[src/rtl/inst_sram_like_responder_pkg.sv]
// Shared definitions for the sram-like responder: transfer size codes and
// the per-response bookkeeping entry held in the response FIFO.
package inst_sram_like_responder_pkg;

  localparam logic [1:0] SIZE_BYTE = 2'd0;
  localparam logic [1:0] SIZE_HALF = 2'd1;
  localparam logic [1:0] SIZE_WORD = 2'd2;

  typedef struct packed {
    logic        wr;
    logic        pend;
    logic [31:0] data;
  } resp_entry_t;

endpackage

[src/rtl/sram_like_resp_fifo.sv]
// In-order response queue: each entry waits for its countdown to expire and,
// for reads, for the memory word captured one cycle after its accept.
module sram_like_resp_fifo
  import inst_sram_like_responder_pkg::*;
#(
  parameter int unsigned DEPTH   = 2,
  parameter int unsigned LATENCY = 1,
  localparam int unsigned CNT_W  = $clog2(DEPTH + 1)
) (
  input  logic             clk_i,
  input  logic             rst_i,
  input  logic             push_i,
  input  logic             push_wr_i,
  input  logic             capture_i,
  input  logic [31:0]      capture_data_i,
  input  logic             pop_i,
  output logic             head_ready_o,
  output logic             head_wr_o,
  output logic [31:0]      head_data_o,
  output logic [CNT_W-1:0] count_o
);

  localparam int unsigned PTR_W = (DEPTH > 1) ? $clog2(DEPTH) : 1;
  localparam int unsigned CD_W  = (LATENCY > 1) ? $clog2(LATENCY) : 1;
  localparam logic [CD_W-1:0] CD_INIT = CD_W'(LATENCY - 1);
  localparam logic [PTR_W-1:0] PTR_LAST = PTR_W'(DEPTH - 1);

  logic [DEPTH-1:0] valid_q, valid_d;
  logic [CD_W-1:0]  cd_q [DEPTH];
  logic [CD_W-1:0]  cd_d [DEPTH];
  resp_entry_t      ent_q [DEPTH];
  resp_entry_t      ent_d [DEPTH];
  logic [PTR_W-1:0] wr_ptr_q, wr_ptr_d;
  logic [PTR_W-1:0] rd_ptr_q, rd_ptr_d;
  logic [PTR_W-1:0] last_ptr_q, last_ptr_d;
  logic [CNT_W-1:0] count_q, count_d;
  logic             cap_hit;

  function automatic logic [PTR_W-1:0] ptr_next(input logic [PTR_W-1:0] p);
    return (p == PTR_LAST) ? '0 : p + 1'b1;
  endfunction

  // A read's data arrives in the same cycle it may become due, so the
  // capture is forwarded straight to the head when they coincide.
  assign cap_hit      = capture_i && (last_ptr_q == rd_ptr_q);
  assign head_ready_o = valid_q[rd_ptr_q] && (cd_q[rd_ptr_q] == '0) &&
                        (!ent_q[rd_ptr_q].pend || cap_hit);
  assign head_wr_o    = ent_q[rd_ptr_q].wr;
  assign head_data_o  = cap_hit ? capture_data_i : ent_q[rd_ptr_q].data;
  assign count_o      = count_q;

  always_comb begin
    valid_d    = valid_q;
    cd_d       = cd_q;
    ent_d      = ent_q;
    wr_ptr_d   = wr_ptr_q;
    rd_ptr_d   = rd_ptr_q;
    last_ptr_d = last_ptr_q;
    count_d    = count_q;

    for (int i = 0; i < DEPTH; i++) begin
      if (valid_q[i] && (cd_q[i] != '0)) cd_d[i] = cd_q[i] - 1'b1;
    end

    if (capture_i) begin
      ent_d[last_ptr_q].pend = 1'b0;
      ent_d[last_ptr_q].data = capture_data_i;
    end

    if (pop_i) begin
      valid_d[rd_ptr_q] = 1'b0;
      rd_ptr_d          = ptr_next(rd_ptr_q);
    end

    if (push_i) begin
      valid_d[wr_ptr_q] = 1'b1;
      cd_d[wr_ptr_q]    = CD_INIT;
      ent_d[wr_ptr_q]   = '{wr: push_wr_i, pend: !push_wr_i, data: 32'h0};
      last_ptr_d        = wr_ptr_q;
      wr_ptr_d          = ptr_next(wr_ptr_q);
    end

    case ({push_i, pop_i})
      2'b10:   count_d = count_q + 1'b1;
      2'b01:   count_d = count_q - 1'b1;
      default: count_d = count_q;
    endcase
  end

  always_ff @(posedge clk_i or posedge rst_i) begin
    if (rst_i) begin
      valid_q    <= '0;
      wr_ptr_q   <= '0;
      rd_ptr_q   <= '0;
      last_ptr_q <= '0;
      count_q    <= '0;
      for (int i = 0; i < DEPTH; i++) begin
        cd_q[i]  <= '0;
        ent_q[i] <= '0;
      end
    end else begin
      valid_q    <= valid_d;
      wr_ptr_q   <= wr_ptr_d;
      rd_ptr_q   <= rd_ptr_d;
      last_ptr_q <= last_ptr_d;
      count_q    <= count_d;
      cd_q       <= cd_d;
      ent_q      <= ent_d;
    end
  end

endmodule

[src/rtl/inst_sram_like_responder.sv]
// Responder end of the sram-like protocol: accepts address phases, drives a
// one-cycle-latency word memory and returns one in-order data phase per accept.
module inst_sram_like_responder #(
  parameter int unsigned DEPTH   = 2,
  parameter int unsigned LATENCY = 1,
  parameter int unsigned MEM_AW  = 14
) (
  input  logic              clk_i,
  input  logic              rst_i,
  input  logic              req_i,
  input  logic              wr_i,
  input  logic [1:0]        size_i,
  input  logic [3:0]        wstrb_i,
  input  logic [31:0]       addr_i,
  input  logic [31:0]       wdata_i,
  output logic              addr_ok_o,
  output logic              data_ok_o,
  output logic [31:0]       rdata_o,
  input  logic              hold_i,
  output logic              mem_en_o,
  output logic [3:0]        mem_we_o,
  output logic [MEM_AW-1:0] mem_addr_o,
  output logic [31:0]       mem_wdata_o,
  input  logic [31:0]       mem_rdata_i
);

  import inst_sram_like_responder_pkg::*;

  localparam int unsigned CNT_W = $clog2(DEPTH + 1);
  localparam logic [CNT_W-1:0] FULL_C = CNT_W'(DEPTH);

  logic             accept;
  logic [3:0]       size_mask;
  logic [3:0]       byte_mask;
  logic             cap_q, cap_d;
  logic             head_ready;
  logic             head_wr;
  logic [31:0]      head_data;
  logic [CNT_W-1:0] count;
  logic             unused_addr;

  // Reset gating keeps the combinational handshake quiet while rst_i is high.
  assign accept = req_i && !hold_i && (count < FULL_C) && !rst_i;

  always_comb begin
    size_mask = 4'b1111;
    case (size_i)
      SIZE_BYTE: size_mask = 4'b0001 << addr_i[1:0];
      SIZE_HALF: size_mask = addr_i[1] ? 4'b1100 : 4'b0011;
      SIZE_WORD: size_mask = 4'b1111;
      default:   size_mask = 4'b1111;
    endcase
    byte_mask = size_mask & wstrb_i;
  end

  assign addr_ok_o   = accept;
  assign mem_en_o    = accept;
  assign mem_we_o    = (accept && wr_i) ? byte_mask : 4'b0000;
  assign mem_addr_o  = addr_i[MEM_AW+1:2];
  assign mem_wdata_o = wdata_i;

  // The memory answers one cycle after the enable; remember that a read
  // result is due so the FIFO can capture it into the last-pushed entry.
  assign cap_d = accept && !wr_i;

  always_ff @(posedge clk_i or posedge rst_i) begin
    if (rst_i) cap_q <= 1'b0;
    else       cap_q <= cap_d;
  end

  sram_like_resp_fifo #(
    .DEPTH   (DEPTH),
    .LATENCY (LATENCY)
  ) u_fifo (
    .clk_i          (clk_i),
    .rst_i          (rst_i),
    .push_i         (accept),
    .push_wr_i      (wr_i),
    .capture_i      (cap_q),
    .capture_data_i (mem_rdata_i),
    .pop_i          (head_ready),
    .head_ready_o   (head_ready),
    .head_wr_o      (head_wr),
    .head_data_o    (head_data),
    .count_o        (count)
  );

  assign data_ok_o = head_ready;
  assign rdata_o   = (head_ready && !head_wr) ? head_data : 32'h0;

  assign unused_addr = ^addr_i[31:MEM_AW+2];

endmodule

[config.mk]
export PLATFORM = sky130hd
export DESIGN_NAME = inst_sram_like_responder
export DESIGN_NICKNAME = d
export VERILOG_FILES = /design/src/rtl/inst_sram_like_responder_pkg.sv /design/src/rtl/sram_like_resp_fifo.sv /design/src/rtl/inst_sram_like_responder.sv
export SDC_FILE = /design/constraint.sdc
export NUM_CORES = 1
export LEC_CHECK = 0
export ABC_CLOCK_PERIOD_IN_PS = 3100
export CAP_MARGIN = 20
export CORE_MARGIN = 10
export CORE_UTILIZATION = 40
export DETAILED_ROUTE_END_ITERATION = 16
export PLACE_DENSITY = 0.87
export SYNTH_ARGS = -nofsm -noshare
export SYNTH_HDL_FRONTEND = slang
export SYNTH_SLANG_ARGS = --single-unit
export TNS_END_PERCENT = 50
[constraint.sdc]
create_clock -name clk_i -period 3.1 [get_ports clk_i]
set_input_delay 0.62 -clock clk_i [delete_from_list [all_inputs] [get_ports clk_i]]
set_output_delay 0.62 -clock clk_i [all_outputs]
set_load 0.01 [all_outputs]
* After elaboration in Yosys (flattened, before gate mapping)
Index checks and enable logic that the tools add are counted.
** Cells by class
- Shift-type cells :: 1
- Bitwise logic cells :: 10
- Reductions and logical operators :: 23
- $lt $le $gt $ge :: 10
- Muxes and demuxes :: 38
- Equality and inequality tests :: 4
- Add/subtract/negate cells :: 6
** Operators by type and width (count)
- $bwmux W68 :: 3
- $mux W34 :: 4
- $mux W68 :: 2
- $demux W34 S1 :: 3
- $mux W32 :: 3
- $mux W33 :: 1
- $logic_and A1 B1 Y1 :: 15
- $mux W1 :: 12
- $mux W4 :: 2
- $pmux W4 S2 :: 1
- $ge A2 B2 Y1 const B :: 3
- $mux W2 :: 3
- $not A1 Y2 :: 3
- $logic_not A1 Y1 :: 5
- $and A2 B2 Y2 :: 2
- $and A4 B4 Y4 :: 1
- $eq A2 B1 Y1 const B :: 2
- $lt A1 B2 Y1 const B :: 2
- $lt A2 B1 Y1 const B :: 2
- $not A2 Y2 :: 2
- $pmux W2 S2 :: 1
- $shl A1 B2 Y4 const A :: 1
- $demux W1 S1 :: 3
- $add A1 B1 Y1 const B :: 2
- 12 further kinds :: 14
** Storage, ports and cells
- Word-level logic and storage cells :: 106
- Register bits :: 78
- Output and inout bits :: 85
- Input port bits :: 107

* Logic depth before layout (Yosys ltp)
Gate-level depths: netlist (run 1).
- Depth after elaboration :: 10
- Mapped depth :: 8
- Gate-level depth less buffers :: 7

* Cells and area by module
A second synthesis (run 1) with hierarchy kept.
** Unflattened totals
- Cell total of the unflattened synthesis :: 503
- Area, all modules :: 4586.9 sq um
** Modules (own cells, without submodules)
- sram_like_resp_fifo :: times used 1, sequential area each 1926.8 sq um, cells an instance 403, area each 3883.7 sq um
- inst_sram_like_responder :: times used 1, sequential area each 25.0 sq um, cells an instance 100, area each 703.2 sq um

* Worst setup path after synthesis (run 1)
No wires, ideal clock.
- Path type :: register -> output
- Start point :: reg u_fifo.last_ptr_q
- End point :: out rdata_o[10]
- Slack :: 914 ps
- Arrival :: 1566 ps
- Cell stages (with the launch flop) :: 7
- Path buffers :: 2
- Cell sequence :: dfrtp_1 -> nand2b_1 -> buf_6 -> a2111oi_4 -> o21ai_2 -> buf_6 -> a211oi_2
** On the way
- Cells in the longest elaborated chain, start to end :: 6
- Elaborated cells on any way between the ends :: 7
** Ends and longest elaborated chain
- from (decl) :: line sram_like_resp_fifo.sv:35 : logic [PTR_W-1:0] last_ptr_q, last_ptr_d;
- from (signal assigned) :: line sram_like_resp_fifo.sv:105 : last_ptr_q <= last_ptr_d;
- $eq A1 B1 Y1 * :: line sram_like_resp_fifo.sv:45 : assign cap_hit = capture_i && (last_ptr_q == rd_ptr_q);
- $logic_and A1 B1 Y1 * :: line sram_like_resp_fifo.sv:45
- $logic_or A1 B1 Y1 :: line sram_like_resp_fifo.sv:47 : (!ent_q[rd_ptr_q].pend || cap_hit);
- $logic_and A1 B1 Y1 :: line sram_like_resp_fifo.sv:46 : assign head_ready_o = valid_q[rd_ptr_q] && (cd_q[rd_ptr_q] == '0) &&
- $logic_and A1 B1 Y1 :: line inst_sram_like_responder.sv:89 : assign rdata_o = (head_ready && !head_wr) ? head_data : 32'h0;
- $mux W32 * :: line inst_sram_like_responder.sv:89
- to (decl) :: line inst_sram_like_responder.sv:18 : output logic [31:0] rdata_o,
Every way passes the cells marked *; elsewhere a longest branch is shown, timed or not.

* Worst setup path in the final report (run 1)
- Start point :: reg u_fifo.last_ptr_q
- End point :: out rdata_o[23]
Same word-level chain as after synthesis.

==> results of run 1 <==
## path summary, 6_finish.rpt
| path | from | endpoint | slack (ns) | depth (start not counted) |
|---|---|---|---|---|
| min in group asynchronous | rst_i | u_fifo.ent_q[36]$_DFF_PP0_ | 0.73 | 2 |
| worst min-delay path | u_fifo.valid_q[0]$_DFF_PP0_ | u_fifo.cd_q[1]$_DFF_PP0_ | 0.46 | 1 |
| max in group asynchronous | rst_i | u_fifo.rd_ptr_q$_DFFE_PP0N_ | 1.71 | 3 |
| worst max-delay path | u_fifo.last_ptr_q$_DFFE_PP0N_ | rdata_o[23] | 0.11 | 6 |
| worst min register to register | u_fifo.valid_q[0]$_DFF_PP0_ | u_fifo.cd_q[1]$_DFF_PP0_ | 0.46 | 1 |
| worst max register to register | u_fifo.last_ptr_q$_DFFE_PP0N_ | u_fifo.count_o[1]$_DFFE_PP0P_ | 1.25 | 9 |
## flip-flops by register name (all words and copies together), names as in the netlist
register	flops
u_fifo.cd_q	2
cap_q	1
u_fifo.ent_q	68
u_fifo.valid_q	2
u_fifo.wr_ptr_q	1
u_fifo.rd_ptr_q	1
u_fifo.last_ptr_q	1
u_fifo.count_o	2
## synthesized netlist by cell type, types with 3 or more instances
cell	number
a211oi_1	3
a211oi_2	30
a21oi_1	68
buf_2	16
buf_4	48
buf_6	4
clkbuf_1	14
dfrtp_1	78
inv_1	3
mux2i_1	35
nand2_1	134
nor2_1	42
nor3b_1	4
xnor2_1	4
## area by class of cell
| class | instances | area share, % |
|---|---|---|
| flip-flops and latches | 78 | 35.1 |
| clock inverters | 7 | 1.46 |
| multi-input cells | 340 | 36.3 |
| repair buffers | 107 | 19.6 |
| well taps | 140 | 3.15 |
| clock buffers | 9 | 4.04 |
| inverters | 4 | 0.292 |
## repair_timing
action | 4_1_cts | 5_1_grt
hold buffers | 0 | 0
gates resized for setup | 2 | 18
setup endpoints to repair | 25 | 30
endpoints found under the hold margin | 0 | 0
buffers inserted | 1 | 3
pin swaps | 1 | 1
## worst max-delay path, delay by kind of cell, from the launching register on
kind	cells	cell delay, ns
compound gates	3	0.68
simple gates	1	0.19
flops	1	0.39
buf+inv	2	0.77
## power by group
group / total [W] / internal (W) / switching [W]
registers: 0.00181 / 0.00151 / 0.000298
clock network: 0.00107 / 0.000636 / 0.000434
logic: 0.00151 / 0.000714 / 0.000792
## stage by stage
stage	cells	utilization, %
after floorplan	504	-
after global placement	665	47.4
after detailed placement	665	47.4
after CTS	682	50.3
after global routing	685	50.9
final	685	50.9
## kinds of logic (layout without fill, tap and decap cells)
logic type | Yosys count | count (layout) | share of synthesized area [%]
adder cells (fa/ha/maj) | 1 | 1 | 0.277
flip-flops | 78 | 78 | 43.3
multiplexers | 37 | 37 | 8.27
buffers and inverters | 86 | 127 | 12.3
AO/OA/AOI/OAI | 107 | 107 | 17.7
XOR/XNOR | 5 | 5 | 0.971
AND/OR/NAND/NOR | 190 | 190 | 17.2
## layer usage
metal / vias up / track usage, % / routed length (um)
li1: 1710 / - / -
met1: 1779 / 15.5 / 4580
met2: 102 / 25.1 / 6070
met3: 34 / 4.66 / 716
met4: 0 / 5.22 / 239
met5: - / 0 / 0
==> run metrics, run 1 <==
outcome=completed; RSZ-0062 raised after global routing=false; Seq/Total Area, Yosys=43.3%; CTS Root Cell=clkbuf_16; grt total ovfl=0; fmax=334 MHz; total of max-cap violations=0; Vias/cell=5.29; io pins=192; port bufs=83; Fin. Hold Viols=0; Routed Antenna Nets=0; layout cells sized above 1=~15%; Hold Path Class=register to register; row cnt=38; Placeable Area=10900 sq um; Req. time, crit path=2.48 ns; Setup WS pre-CTS=about 0.14 ns; CTS Sinks=between 70 and 80; Synth Instances=504; CTS tree=built; top-area cell type share of the netlist area=43.3%; First DRT Iteration DRCs=307; PD cells=787 nW/um^2; Post-Syn Area per Cell=between 8 and 9 sq um; die span in x=126 um; post-route worst setup slack=0.107 ns; CP max stage delay=roughly 0.57 ns; vias in the first global route=around 3.9k; Critical Path End Type=output port; Via Count=between 3k and 4k; Tcrit/Tclk final=96.5%; Synth cell types=30; Die ar.=around 16000 sq um; max-slew violation count=0; Final #Nets=648; syn_nets=612; Worst VDD drop=0.378 mV; #FFs+latches synth=78; critical path arrival=2.37 ns; crit-path cells=nand2b_1, a2111oi_4, o21ai_4, buf_4, a211oi_2, clkdlybuf4s50_1; DIE HEIGHT=around 130 um; # diodes=0; Lkg Pwr=2.70 nW; Setup violations, final=0; CTS Buf Count=9; Worst Tran Pin Value=0.632 ns; Slew HR=between 50 and 60%; Synth Warn #=0; DRC=0; synth top area cells=dfrtp_1 43%, nand2_1 11%, a211oi_2 8.3%; commonest non-fill, non-tap cell in the layout=nand2_1; initial antenna violation count=0; clk_skew=between 0.005 and 0.006 ns; largest net degree at the start of global routing=49; global-route wire length before repair=19000 um; Multi-input gate area=2020 sq um; deepest clock path buffer count=2; Post-synth ARST share=100%; fillcell total=997; Most used DFF post-synth=dfrtp_1; RD Place Congestion=0.812; Sum Neg Setup Slack=0 ns; drt wl/cell=16.9 um; CP max-delay cell=clkdlybuf4s50_1; Post-synth EDFFs=0; sequential standard cell area=1960 sq um; placed cell areas=5180 sq um; Synth area leader=dfrtp_1; H-tree Lvls=3; CP Max Fanout=6; most frequent cells in the layout=133 x nand2_1, 76 x dfrtp_1, 68 x a21oi_1; HPWL Detailed=~8100 um; Final Total Pwr=about 0.0044 W; Final Instance Area=5570 sq um; area of the mapped netlist=4510 sq um; DR pass1 iterations=4; Setup CP Type=register to output port; final hold slack=0.460 ns; Syn-to-layout area delta=23.5%; drt total wl=11600 um; worst skew pair latency=0.33 ns; clk slew on worst S/H paths=0.06 ns; Initial Utilization=around two fifths; All-Layer GR Usage=14.2%; crit start category=register; minimum clock period=2.99 ns
(Power assumes the default switching activity.)
==> run 2, diff against run 1 <==
ABC_CLOCK_PERIOD_IN_PS = 3400   (was 3100)
PLACE_DENSITY = 0.74   (was 0.87)
clock period = 3.4 ns   (was 3.1 ns; I/O delays follow)
==> run 2 against run 1 <==
Power decreased by 11%; sequential share of layout area increased by 0.61 points; combinational power decreased by 12%; clock power decreased by 12%.
==> run metrics, run 2 (same netlist as run 1, synthesis figures left out) <==
DRC=0; fillcell total=a little over 1k; DR pass1 iterations=5; Slew HR=50.1%; placed cell areas=a little over 5000 sq um; First DRT Iteration DRCs=240; Via Count=3546; Setup violations, final=0; minimum clock period=3.22 ns; commonest non-fill, non-tap cell in the layout=nand2_1; Syn-to-layout area delta=21.2%; crit-path cells=nand2b_2, a2111oi_4, o21ai_4, buf_4, a211oi_2, clkdlybuf4s50_1; RSZ-0062 raised after global routing=false; Sum Neg Setup Slack=0 ns; clk slew on worst S/H paths=0.06 ns; Hold Path Class=register to register; port bufs=83; CP max stage delay=0.59 ns; Final Instance Area=5460 sq um; CTS tree=built; Worst Tran Pin Value=0.745 ns; drt total wl=11300 um; initial antenna violation count=0; Req. time, crit path=2.72 ns; grt total ovfl=0; Multi-input gate area=2020 sq um; HPWL Detailed=between 7000 and 8000 um; Worst VDD drop=about 0.32 mV; outcome=completed; Initial Utilization=41.2%; H-tree Lvls=3; vias in the first global route=3730; worst skew pair latency=0.33 ns; sequential power share=42.0%; switching power=between 0.001 and 0.0015 W; PD cells=716 nW/um^2; Tcrit/Tclk final=94.8%; global-route wire length before repair=18300 um; Placeable Area=10900 sq um; Vias/cell=5.22; Internal=0.00257 W; CTS Hold Bufs=0; CTS Buf Count=9; fmax=310 MHz; total of max-cap violations=0; max reg flops=68; most frequent cells in the layout=133 x nand2_1, 83 x clkdlybuf4s50_1, 77 x dfrtp_1; clk_skew=0.00567 ns; sequential standard cell area=1950 sq um; row cnt=38; drt wl/cell=16.6 um; Setup CP Type=register to output port; RD Place Congestion=between 0.7 and 0.8; largest net degree at the start of global routing=35; max-slew violation count=0; CTS Sinks=78; Die ar.=15900 sq um; deepest clock path buffer count=2; All-Layer GR Usage=13.7%; critical path arrival=2.54 ns; io pins=192; Clock power frac=24.1%; Critical Path End Type=output port; Final #Nets=642; crit start category=register; Routed Antenna Nets=0; CP max-delay cell=clkdlybuf4s50_1; DIE HEIGHT=~130 um; Reg with most FFs=u_fifo.ent_q; layout cells sized above 1=14.1%; Comb pwr share=33.9%; die span in x=126 um; Fin. Hold Viols=0; # diodes=0; Sw Share=34.3%; Lkg Pwr=about 2.4 nW; CP Max Fanout=7; CTS Root Cell=clkbuf_16
run 2: cell types whose count changed in the layout (fill, tap and decap cells not counted), moves of 2 or more:
| cell | change |
|---|---|
| clkdlybuf4s50_1 | +16 |
| clkinv_4 | -2 |
| clkbuf_1 | +2 |
| buf_4 | -5 |
| clkinvlp_4 | +2 |
| dlymetal6s2s_1 | -16 |
run 2: cell type report:
class	instances	share of cell area [%]
clock buffer	11	4.26
clock inverter	5	1.08
inverter	4	0.298
multi-input combinational	340	37.1
sequential	78	35.7
tap	140	3.21
timing repair buffer	101	18.4
run 2: critical path, delay by kind of cell, from the launching register on:
family	cells	cell delay [ns]
buffers and inverters	2	0.79
AND/OR/NAND/NOR	1	0.24
flip-flops	1	0.44
AO/OA/AOI/OAI	3	0.74
run 2: power by group through the flow:
| stage | Sequential, W | Combinational (W) | Clock, W |
|---|---|---|---|
| 2_1_floorplan | 0.00158 | 0.00104 | 0 |
| 3_3_place_gp | 0.00163 | 0.00126 | 0 |
| 3_5_place_dp | 0.00166 | 0.00131 | 0 |
| 4_1_cts | 0.00164 | 0.00132 | 0.000959 |
| 5_1_grt | 0.00170 | 0.00147 | 0.000998 |
| 6_report | 0.00164 | 0.00133 | 0.000943 |
run 2: final timing paths:
| kind | from | end | slack (ns) | cells after the start |
|---|---|---|---|---|
| min in group asynchronous | rst_i | u_fifo.count_o[1]$_DFFE_PP0P_ | 0.75 | 2 |
| max in group asynchronous | rst_i | u_fifo.ent_q[13]$_DFF_PP0_ | 1.91 | 3 |
| min | u_fifo.valid_q[0]$_DFF_PP0_ | u_fifo.cd_q[1]$_DFF_PP0_ | 0.46 | 1 |
| max reg2reg | u_fifo.last_ptr_q$_DFFE_PP0N_ | u_fifo.count_o[1]$_DFFE_PP0P_ | 1.48 | 6 |
| min reg2reg | u_fifo.valid_q[0]$_DFF_PP0_ | u_fifo.cd_q[1]$_DFF_PP0_ | 0.46 | 1 |
| max | u_fifo.last_ptr_q$_DFFE_PP0N_ | rdata_o[3] | 0.18 | 6 |
run 2: what timing repair did:
action / in CTS / in global routing
hold endpoints to repair: 0 / 0
gates resized for setup: 1 / 0
setup endpoints to repair: 18 / 18
pin swaps: 0 / 1
setup buffers: 0 / 2
run 2: stage by stage:
step / power (W) / cells / util [%] / setup slack (ns) / hold WS (ns)
finish: 0.00391 / 679 / 50.0 / 0.178 / 0.459
global route: 0.00416 / 679 / 50.0 / 0.0694 / 0.501
CTS: 0.00392 / 677 / 49.7 / 0.0242 / 0.459
detailed placement: 0.00297 / 661 / 47.0 / 0.291 / 0.460
global placement: 0.00289 / 661 / 47.0 / 0.369 / 0.447
floorplan: 0.00262 / 504 / - / 0.725 / 0.432
run 2: per-layer routing:
| metal | part of all wire (%) | global-route usage [%] |
|---|---|---|
| met2 | 51 | 24.4 |
| met4 | 1.8 | 4.29 |
| met1 | 41 | 15.2 |
| met5 | 0 | 0 |
| met3 | 6.0 | 4.15 |
